$ cat src/rtl/link_pkg.sv
`default_nettype none
// +----------------------------------------------------------------------+
// | link_pkg: protocol characters and FSM state encoding for the link    |
// | Rev 1.0                                                              |
// +----------------------------------------------------------------------+
package link_pkg;

  // Protocol characters, shared with the receive-side comparator.
  localparam logic [7:0] CHAR_READY = 8'h52;
  localparam logic [7:0] CHAR_LOSE  = 8'h4C;

  typedef logic [2:0] state_t;

  localparam state_t IDLE    = 3'd0;
  localparam state_t SEND    = 3'd1;
  localparam state_t WAIT_TX = 3'd2;
  localparam state_t BEACON  = 3'd3;
  localparam state_t LINKED  = 3'd4;
  localparam state_t DONE    = 3'd5;

endpackage
`default_nettype wire

$ cat src/rtl/link_beacon_timer.sv
`default_nettype none
// +----------------------------------------------------------------------+
// | link_beacon_timer: beacon interval counter with registered expire    |
// | Rev 1.0                                                              |
// +----------------------------------------------------------------------+
module link_beacon_timer #(
  parameter int BEACON_PERIOD = 1_000_000
) (
  input  logic clk,
  input  logic rst_n,
  input  logic clr_i,
  output logic expire_o
);

  localparam int            CW   = $clog2(BEACON_PERIOD);
  localparam logic [CW-1:0] LAST = CW'(BEACON_PERIOD - 1);

  logic [CW-1:0] count_q, count_d;
  logic          expire_q, expire_d;

  // Expire is aligned with the count: high exactly while count_q == LAST.
  always_comb begin
    count_d  = clr_i ? '0 : count_q + CW'(1);
    expire_d = !clr_i && (count_d == LAST);
  end

  always_ff @(posedge clk or negedge rst_n) begin
    if (!rst_n) begin
      count_q  <= '0;
      expire_q <= 1'b0;
    end else begin
      count_q  <= count_d;
      expire_q <= expire_d;
    end
  end

  assign expire_o = expire_q;

endmodule
`default_nettype wire

$ cat src/rtl/link_controller.sv
`default_nettype none
// +----------------------------------------------------------------------+
// | link_controller: TX sequencer for 'R' beacons/ack and 'L' loss bytes |
// | Rev 1.0                                                              |
// +----------------------------------------------------------------------+
module link_controller
  import link_pkg::*;
#(
  parameter int BEACON_PERIOD = 1_000_000
) (
  input  logic       clk,
  input  logic       rst_n,
  input  logic       play_selected_i,
  input  logic       player_lost_i,
  input  logic       opponent_ready_i,
  input  logic       tx_busy_i,
  output logic       tx_start_o,
  output logic [7:0] tx_data_o,
  output logic       link_up_o,
  output logic       lose_sent_o
);

  state_t     state_q, state_d;
  state_t     next_q, next_d;
  logic       lose_pend_q, lose_pend_d;
  logic       ack_q, ack_d;
  logic       tx_start_q, tx_start_d;
  logic [7:0] tx_data_q, tx_data_d;
  logic       link_up_q, link_up_d;
  logic       lose_sent_q, lose_sent_d;

  logic       lose_now;
  logic       issue;
  logic       expire;

  link_beacon_timer #(
    .BEACON_PERIOD (BEACON_PERIOD)
  ) u_timer (
    .clk      (clk),
    .rst_n    (rst_n),
    .clr_i    (state_q != BEACON),
    .expire_o (expire)
  );

  // A loss pulse arriving this cycle counts immediately, so it wins over
  // a coincident beacon expiry or an 'R' about to be issued.
  assign lose_now = lose_pend_q | (player_lost_i & (state_q != IDLE));
  assign issue    = (state_q == SEND) & play_selected_i & ~tx_busy_i;

  always_ff @(posedge clk or negedge rst_n) begin
    if (!rst_n) begin
      state_q     <= IDLE;
      next_q      <= IDLE;
      lose_pend_q <= 1'b0;
      ack_q       <= 1'b0;
      tx_start_q  <= 1'b0;
      tx_data_q   <= 8'h00;
      link_up_q   <= 1'b0;
      lose_sent_q <= 1'b0;
    end else begin
      state_q     <= state_d;
      next_q      <= next_d;
      lose_pend_q <= lose_pend_d;
      ack_q       <= ack_d;
      tx_start_q  <= tx_start_d;
      tx_data_q   <= tx_data_d;
      link_up_q   <= link_up_d;
      lose_sent_q <= lose_sent_d;
    end
  end

  always_comb begin
    state_d = state_q;
    case (state_q)
      IDLE:    if (play_selected_i) state_d = SEND;
      SEND: begin
        if (!play_selected_i)  state_d = IDLE;
        else if (!tx_busy_i)   state_d = WAIT_TX;
      end
      // tx_start_q is high only on the first WAIT_TX cycle: the guard cycle.
      WAIT_TX: begin
        if (!tx_start_q && !tx_busy_i) begin
          if (!play_selected_i)                state_d = IDLE;
          else if (lose_now && next_q != DONE) state_d = SEND;
          else                                 state_d = next_q;
        end
      end
      BEACON: begin
        if (!play_selected_i)                           state_d = IDLE;
        else if (lose_now || opponent_ready_i || expire) state_d = SEND;
      end
      LINKED: begin
        if (!play_selected_i) state_d = IDLE;
        else if (lose_now)    state_d = SEND;
      end
      DONE:    if (!play_selected_i) state_d = IDLE;
      default: state_d = IDLE;
    endcase
  end

  always_comb begin
    tx_start_d = issue;
    tx_data_d  = tx_data_q;
    next_d     = next_q;
    ack_d      = ack_q;
    if (issue) begin
      tx_data_d = lose_now ? CHAR_LOSE : CHAR_READY;
      next_d    = lose_now ? DONE : (ack_q ? LINKED : BEACON);
    end
    if (state_q == BEACON && opponent_ready_i) ack_d = 1'b1;
    lose_pend_d = lose_now & ~issue;
    if (state_d == IDLE) begin
      lose_pend_d = 1'b0;
      ack_d       = 1'b0;
    end
    link_up_d   = (state_d == LINKED) || (state_d == DONE);
    lose_sent_d = (state_d == DONE);
  end

  assign tx_start_o  = tx_start_q;
  assign tx_data_o   = tx_data_q;
  assign link_up_o   = link_up_q;
  assign lose_sent_o = lose_sent_q;

endmodule
`default_nettype wire

$ cat config.mk
export PLATFORM = sky130hd
export DESIGN_NAME = link_controller
export DESIGN_NICKNAME = d
export VERILOG_FILES = /design/src/rtl/link_pkg.sv /design/src/rtl/link_beacon_timer.sv /design/src/rtl/link_controller.sv
export SDC_FILE = /design/constraint.sdc
export NUM_CORES = 1
export LEC_CHECK = 0
export ABC_AREA = 0
export CAP_MARGIN = 20
export CORE_MARGIN = 3
export CORE_UTILIZATION = 55
export DETAILED_ROUTE_END_ITERATION = 10
export PLACE_DENSITY = 0.76
export SLEW_MARGIN = 0
export SYNTH_ARGS = -nofsm -noshare
export SYNTH_HDL_FRONTEND = slang
export SYNTH_SLANG_ARGS = --single-unit
$ cat constraint.sdc
create_clock -name clk -period 3.35 [get_ports clk]
set_input_delay 1.005 -clock clk [delete_from_list [all_inputs] [get_ports clk]]
set_output_delay 1.005 -clock clk [all_outputs]
set_load 0.01 [all_outputs]
==> results of run 1 <==
==> synth_stat cells (5+ instances only) <==
library cell,number,area [um2]
dfrtp_1,35,876
nor2_1,24,90.1
nand2_1,10,37.5
inv_1,9,33.8
xnor2_1,9,78.8
o21a_1,8,60.1
o21ai_0,8,40.0
buf_2,7,35.0
buf_4,6,45.0
xor2_1,6,52.6
nand3_1,5,25.0
nand4_1,5,31.3
nor3_1,5,25.0
==> per-layer routing <==
| layer | track usage (%) | routed length (um) | vias to the layer above |
|---|---|---|---|
| li1 | - | - | 778 |
| met1 | 29.8 | 1930 | 782 |
| met2 | 33.7 | 1930 | 46 |
| met3 | 5.49 | 241 | 6 |
| met4 | 7.59 | 57 | 0 |
| met5 | 0 | 0 | - |
==> area by class of cell <==
cell class | count | area (um2) | area share [%]
repair buffers | 15 | 145 | 6.26
clock buffers | 5 | 68.8 | 2.97
flip-flops and latches | 35 | 876 | 37.8
clock inverters | 3 | 67.6 | 2.92
well taps | 46 | 57.6 | 2.48
multi-input cells | 155 | 1060 | 46.0
inverters | 10 | 37.5 | 1.62
==> worst register-to-register path, stage by stage (launching register included) <==
cell     delay (ns)
dfrtp_1        0.51
ha_1           0.42
nand4_4        0.24
nor3_4         0.40
and4_1         0.28
o22ai_1        0.10
nor4b_2        0.27
==> how the worst min path moves through the flow <==
stage                            start           end  slack, ns
after CTS                 tx_data_o[6]  tx_data_o[6]       0.48
final                     tx_data_o[6]  tx_data_o[6]       0.48
after global routing      tx_data_o[6]  tx_data_o[6]       0.51
after detailed placement  tx_data_o[6]  tx_data_o[6]       0.45
after global placement    tx_data_o[6]  tx_data_o[6]       0.46
after floorplan                  ack_q     next_q[1]       0.47
==> power by group through the flow <==
stage / Sequential (mW) / Clock (mW) / Combinational, mW
final: 0.508 / 0.449 / 0.209
after CTS: 0.508 / 0.462 / 0.210
after detailed placement: 0.515 / 0 / 0.209
after global placement: 0.513 / 0 / 0.206
after floorplan: 0.502 / 0 / 0.144
after global routing: 0.516 / 0.483 / 0.231
==> state kept, by name (all words and copies together), names as in the netlist, 3 cells and up <==
register and count:
u_timer.count_q 20, next_q 3, state_q 3, tx_data_o 3
==> through the flow <==
| stage | std cells | util, % | area, um2 | worst slack (ns) | hold slack (ns) |
|---|---|---|---|---|---|
| after floorplan | 215 | - | 2070 | 1.12 | 0.471 |
| after global placement | 261 | 62.9 | 2180 | 0.625 | 0.459 |
| after detailed placement | 261 | 62.9 | 2180 | 0.587 | 0.454 |
| after CTS | 269 | 66.8 | 2320 | 0.890 | 0.484 |
| after global routing | 269 | 66.8 | 2320 | 0.777 | 0.514 |
| final | 269 | 66.8 | 2320 | 0.875 | 0.484 |
==> kinds of logic after synthesis <==
kind of cell             count (synthesis)  synth area share (%)
flip-flops                              35                  42.6
AO/OA/AOI/OAI                           43                  14.9
AND/OR/NAND/NOR                         91                  28.3
other                                    1                 0.182
buffers and inverters                   25                  6.08
XOR/XNOR                                15                  6.38
multiplexers                             1                 0.486
adder cells (fa/ha/maj)                  2                  1.09
==> key figures, run 1 <==
Yosys
  • Post-Syn Area: 2060 um2
  • Synthesized flop and latch total: 35
  • Distinct cells, synth: 57
  • Main synth FF type: dfrtp_1
  • Mean Syn Cell Area: 9.66 um2
  • Synthesized instance count: 213
  • Ys async rst share: 100%
  • Post-synthesis sequential area ratio: between 40% and 50%
  • YS warnings: 0
  • Post-synth EDFFs: 0

Final layout
  • Synth-to-Final Area Change: 12.6%
  • Final antenna diode count: 0
  • Commonest cells after routing, fill and taps aside: 35 x dfrtp_1, 24 x nor2_1, 13 x clkdlybuf4s50_1
  • Fin nets: ~230
  • Most common cell after layout, fill and taps aside: dfrtp_1
  • Share of cells above drive strength 1: 11.2%
  • FILL cells: 285

Power and ir drop
  • Tot Pwr: approximately 1.2 mW
  • Sequential share of power: 43.6%
  • Net Sw Frac: 25.8%
  • Clock share of power: 38.5%
  • Logic gate share of total power: 17.9%
  • P_sw: between 0.3 and 0.4 mW
  • P_int: 0.865 mW
  • Pwr dens: 503 nW/um2
  • Leak Pwr: 0.910 nW
  • Peak supply drop: approximately 0.00034 V

Floorplanning
  • Die H: 67.2 um
  • Rows: 21
  • Die ar.: 4510 um2
  • Core area: between 3000 and 4000 um2
  • Ports: 17
  • Initial Utilization: between 50% and 60%
  • Die Wd: 67.2 um

STA
  • Hold Vio Cnt, Final: 0
  • Tmin final: 2.47 ns
  • Layout Skew: just over 0.006 ns
  • RSZ-0062 raised after global routing: no
  • Fmax: a little over 400 MHz
  • Tcrit/Tclk final: 73.9%
  • Final setup vio count: 0
  • Worst-Margin Slew: just over 0.6 ns
  • Setup TNS: 0 ns
  • Slew margin rel.: 58.8%
  • Max-slew violation count: 0

Detailed routing
  • Residual DRC: 0
  • Antenna viol nets, final: 0
  • DR WL/cell: 15.4 um
  • DR vias/cell: 5.99
  • DRT iter0 DRCs: 111
  • DRT Wirelength: 4.15 mm
  • Via count: 1612
  • Pre-antenna DRT Iters: 4

Clocking
  • H-tree depth: 2
  • Clock sinks: 35
  • TritonCTS clock tree: done
  • Post-CTS Setup Bufs: 0
  • CTS resizes: 0
  • Clock buffer depth: 2
  • Clock insertion delay at the later pin of the skew report: 0.29 ns
  • Reg clk slew, reported paths: approximately 0.070 ns
  • # hold bufs at CTS: 0
  • Root Buffer: clkbuf_8
  • TritonCTS Buffers: 5

Run
  • MaxCap Viol Count: 0

Setup path
  • Setup crit start kind: primary input
  • Setup Crit Path Kind: primary input to register
  • End of the worst register-to-register path: u_timer.expire_o
  • Crit path depth: 6
  • Cell family with most CP delay: compound AO/OA/AOI/OAI gates
  • Crit path max-delay cell type: clkdlybuf4s50_1
  • Worst path arrival time: 2.71 ns
  • Crit path cell chain: clkdlybuf4s50_1 -> a21boi_0 -> and4_1 -> a22o_1 -> nor2b_1 -> and2_1
  • Crit-path max FO: 4
  • CP required: 3.58 ns
  • R2r setup slk: between 1 and 1.5 ns
  • CP bufs+invs: 1
  • Critical Path End: lose_sent_o
  • FF-to-FF path depth: 6
  • Nature of the critical path endpoint: register
  • R2R Path Start: u_timer.count_q[0]
  • Critical path's largest stage delay: 0.50 ns
  • CP startpoint: play_selected_i

Global route
  • First-pass GRT wire length: 7.29 mm
  • Total grt overflow: 0
  • Initial antenna violation count: 0
  • Largest net degree at the start of global routing: 36
  • Gr usage total: 21.8%
  • Vias in the first global route: 1519

Placed design
  • Dpl hpwl: 2.94 mm
  • GP Congestion: a little under 0.9
  • IO buf count: 13

Min path
  • Hold-critical path depth: 1
  • HP Class: register to register

Outcome
  • Status: completed
(Power assumes the default switching activity.)
==> run 2, diff against run 1 <==
- CORE_UTILIZATION: 55 -> 52
- clock period: 3.35 -> 2 ns (I/O delays scaled with it)
==> key figures, run 2 (same netlist as run 1, synthesis figures left out) <==
Power and ir drop
  • Tot Pwr: 1.76 mW (was 1.17 mW)
  • Peak supply drop: 0.000531 V (was 0.000338 V)
  • P_int: 1.22 mW (was 0.865 mW)
  • P_sw: 0.535 mW (was 0.301 mW)
  • Sequential share of power: 48.5% (was 43.6%)
  • Pwr dens: 723 nW/um2 (was 503 nW/um2)
  • Leak Pwr: 0.971 nW (was 0.910 nW)
  • Clock share of power: 29.3% (was 38.5%)
  • Logic gate share of total power: 22.2% (was 17.9%)
  • Net Sw Frac: 30.4% (was 25.8%)

Placed design
  • Placed cell count: 278 (was 261)
  • IO buf count: 13 (unchanged)
  • GP Congestion: 0.850 (was 0.876)
  • Dpl hpwl: 2.99 mm (was 2.94 mm)

Floorplanning
  • Die ar.: 4750 um2 (was 4510 um2)
  • Die H: 68.9 um (was 67.2 um)
  • Initial Utilization: 55.0% (was 59.3%)
  • Rows: 22 (was 21)
  • Core area: 3740 um2 (was 3470 um2)
  • Die Wd: 68.9 um (was 67.2 um)
  • Ports: 17 (unchanged)

Detailed routing
  • DRT Wirelength: 4.24 mm (was 4.15 mm)
  • Residual DRC: 0 (unchanged)
  • Antenna viol nets, final: 0 (unchanged)
  • DR WL/cell: 14.8 um (was 15.4 um)
  • Pre-antenna DRT Iters: 4 (unchanged)
  • DR vias/cell: 5.82 (was 5.99)
  • DRT iter0 DRCs: 85 (was 111)
  • Via count: 1664 (was 1612)

Final layout
  • Core Util, Final: 64.9% (was 66.8%)
  • Final antenna diode count: 0 (unchanged)
  • Top reg by flops: u_timer.count_q (unchanged)
  • Synth-to-Final Area Change: 18.1% (was 12.6%)
  • Share of cells above drive strength 1: 18.5% (was 11.2%)
  • Final Instance Count excl. Fillers: 286 (was 269)
  • Most common cell after layout, fill and taps aside: dfrtp_1 (unchanged)
  • Largest register FFs: 20 (unchanged)
  • Fin nets: 244 (was 229)
  • FILL cells: 313 (was 285)
  • Commonest cells after routing, fill and taps aside: 35 x dfrtp_1, 24 x nor2_1, 17 x buf_4 (was 35 x dfrtp_1, 24 x nor2_1, 13 x clkdlybuf4s50_1)

Setup path
  • CP required: 2.18 ns (was 3.58 ns)
  • Setup Crit Path Kind: primary input to register (unchanged)
  • Nature of the critical path endpoint: register (unchanged)
  • Setup crit start kind: primary input (unchanged)
  • Crit-path max FO: 3 (was 4)
  • R2r setup slk: 0.05 ns (was 1.05 ns)
  • Worst path arrival time: 2.16 ns (was 2.71 ns)

STA
  • Tcrit/Tclk final: approximately 99%
  • Final setup vio count: 0 (unchanged)
  • Fmax: 504 MHz
  • Max-slew violation count: 0 (unchanged)
  • RSZ-0062 raised after global routing: yes (was no)
  • Layout Skew: 0.00646 ns (was 0.00613 ns)
  • Tmin final: 1.98 ns
  • Hold Vio Cnt, Final: 0 (unchanged)

Clocking
  • # hold bufs at CTS: 0 (unchanged)
  • Root Buffer: clkbuf_8 (unchanged)
  • Clock sinks: 35 (unchanged)
  • Post-CTS Setup Bufs: 0 (unchanged)
  • TritonCTS clock tree: done (unchanged)
  • Reg clk slew, reported paths: 0.07 ns (about the same)
  • Clock buffer depth: 2 (unchanged)
  • Clock insertion delay at the later pin of the skew report: 0.29 ns (about the same)
  • H-tree depth: 2 (unchanged)
  • TritonCTS Buffers: 5 (unchanged)

Run
  • MaxCap Viol Count: 0 (unchanged)

Global route
  • Largest net degree at the start of global routing: 36 (unchanged)
  • Global route hottest layer: met1 (was met2)
  • Grt met3 use: 4.05% (was 5.49%)
  • Vias in the first global route: 1498 (was 1519)
  • Initial antenna violation count: 0 (unchanged)
  • GR Layer Usage met1: 29.6% (was 29.8%)
  • Gr usage total: 19.9% (was 21.8%)
  • GR met2 Demand/Resource: 28.8% (was 33.7%)
  • Total grt overflow: 0 (unchanged)
  • First-pass GRT wire length: 7.02 mm (was 7.29 mm)

Outcome
  • Status: completed (unchanged)

Min path
  • HP Class: primary input to async pin (was register to register)
[run 2: final cells by class]
cell class | count | area, um2 | area share (%)
flip-flops and latches | 35 | 876 | 36.0
inverters | 10 | 37.5 | 1.54
clock inverters | 3 | 25.0 | 1.03
multi-input cells | 155 | 1110 | 45.7
repair buffers | 30 | 253 | 10.4
well taps | 48 | 60.1 | 2.47
clock buffers | 5 | 68.8 | 2.83
[run 2: timing repair]
item / in CTS / in global routing
gates resized for setup: 2 / 6
endpoints found under the hold margin: 0 / 0
pin swaps: 2 / 1
setup endpoints to repair: 1 / 4
[run 2: power groups by stage]
stage	logic, mW	registers, mW	clock network, mW
2_1_floorplan	0.241	0.841	0
3_3_place_gp	0.362	0.856	0
3_5_place_dp	0.367	0.860	0
4_1_cts	0.380	0.848	0.527
5_1_grt	0.428	0.860	0.559
6_report	0.391	0.851	0.515
[run 2: critical path, stage by stage]
cell	delay (ns)
clkdlybuf4s50_1	0.42
or3b_4	0.42
a2111oi_4	0.31
o21a_2	0.21
nor2b_1	0.06
and2_1	0.15
[run 2: final timing paths]
check	startpoint	endpoint	depth (start not counted)
min in group clk	tx_data_o[6]	tx_data_o[6]	1
max in group asynchronous	rst_n	u_timer.count_q[5]	2
min reg2reg	tx_data_o[6]	tx_data_o[6]	1
max	opponent_ready_i	lose_sent_o	6
min	rst_n	u_timer.count_q[9]	2
max reg2reg	u_timer.count_q[0]	u_timer.expire_o	6
[run 2: per-layer routing]
metal	share of wire (%)	routed length (um)
met1	49	2070
met2	46	1950
met3	4.2	176
met4	1.1	47
met5	0	0
[run 2: per-stage QoR]
stage / hold WS [ns] / instance area, um2 / TNS [ns] / setup WS (ns)
after floorplan: 0.304 / 2070 / 0 / 0.0855
after global routing: 0.365 / 2430 / -0.0620 / -0.0414
final: 0.326 / 2430 / 0 / 0.0178
after detailed placement: 0.460 / 2290 / -1.21 / -0.353
after CTS: 0.346 / 2400 / 0 / 0.0326
after global placement: 0.456 / 2290 / -1.17 / -0.342
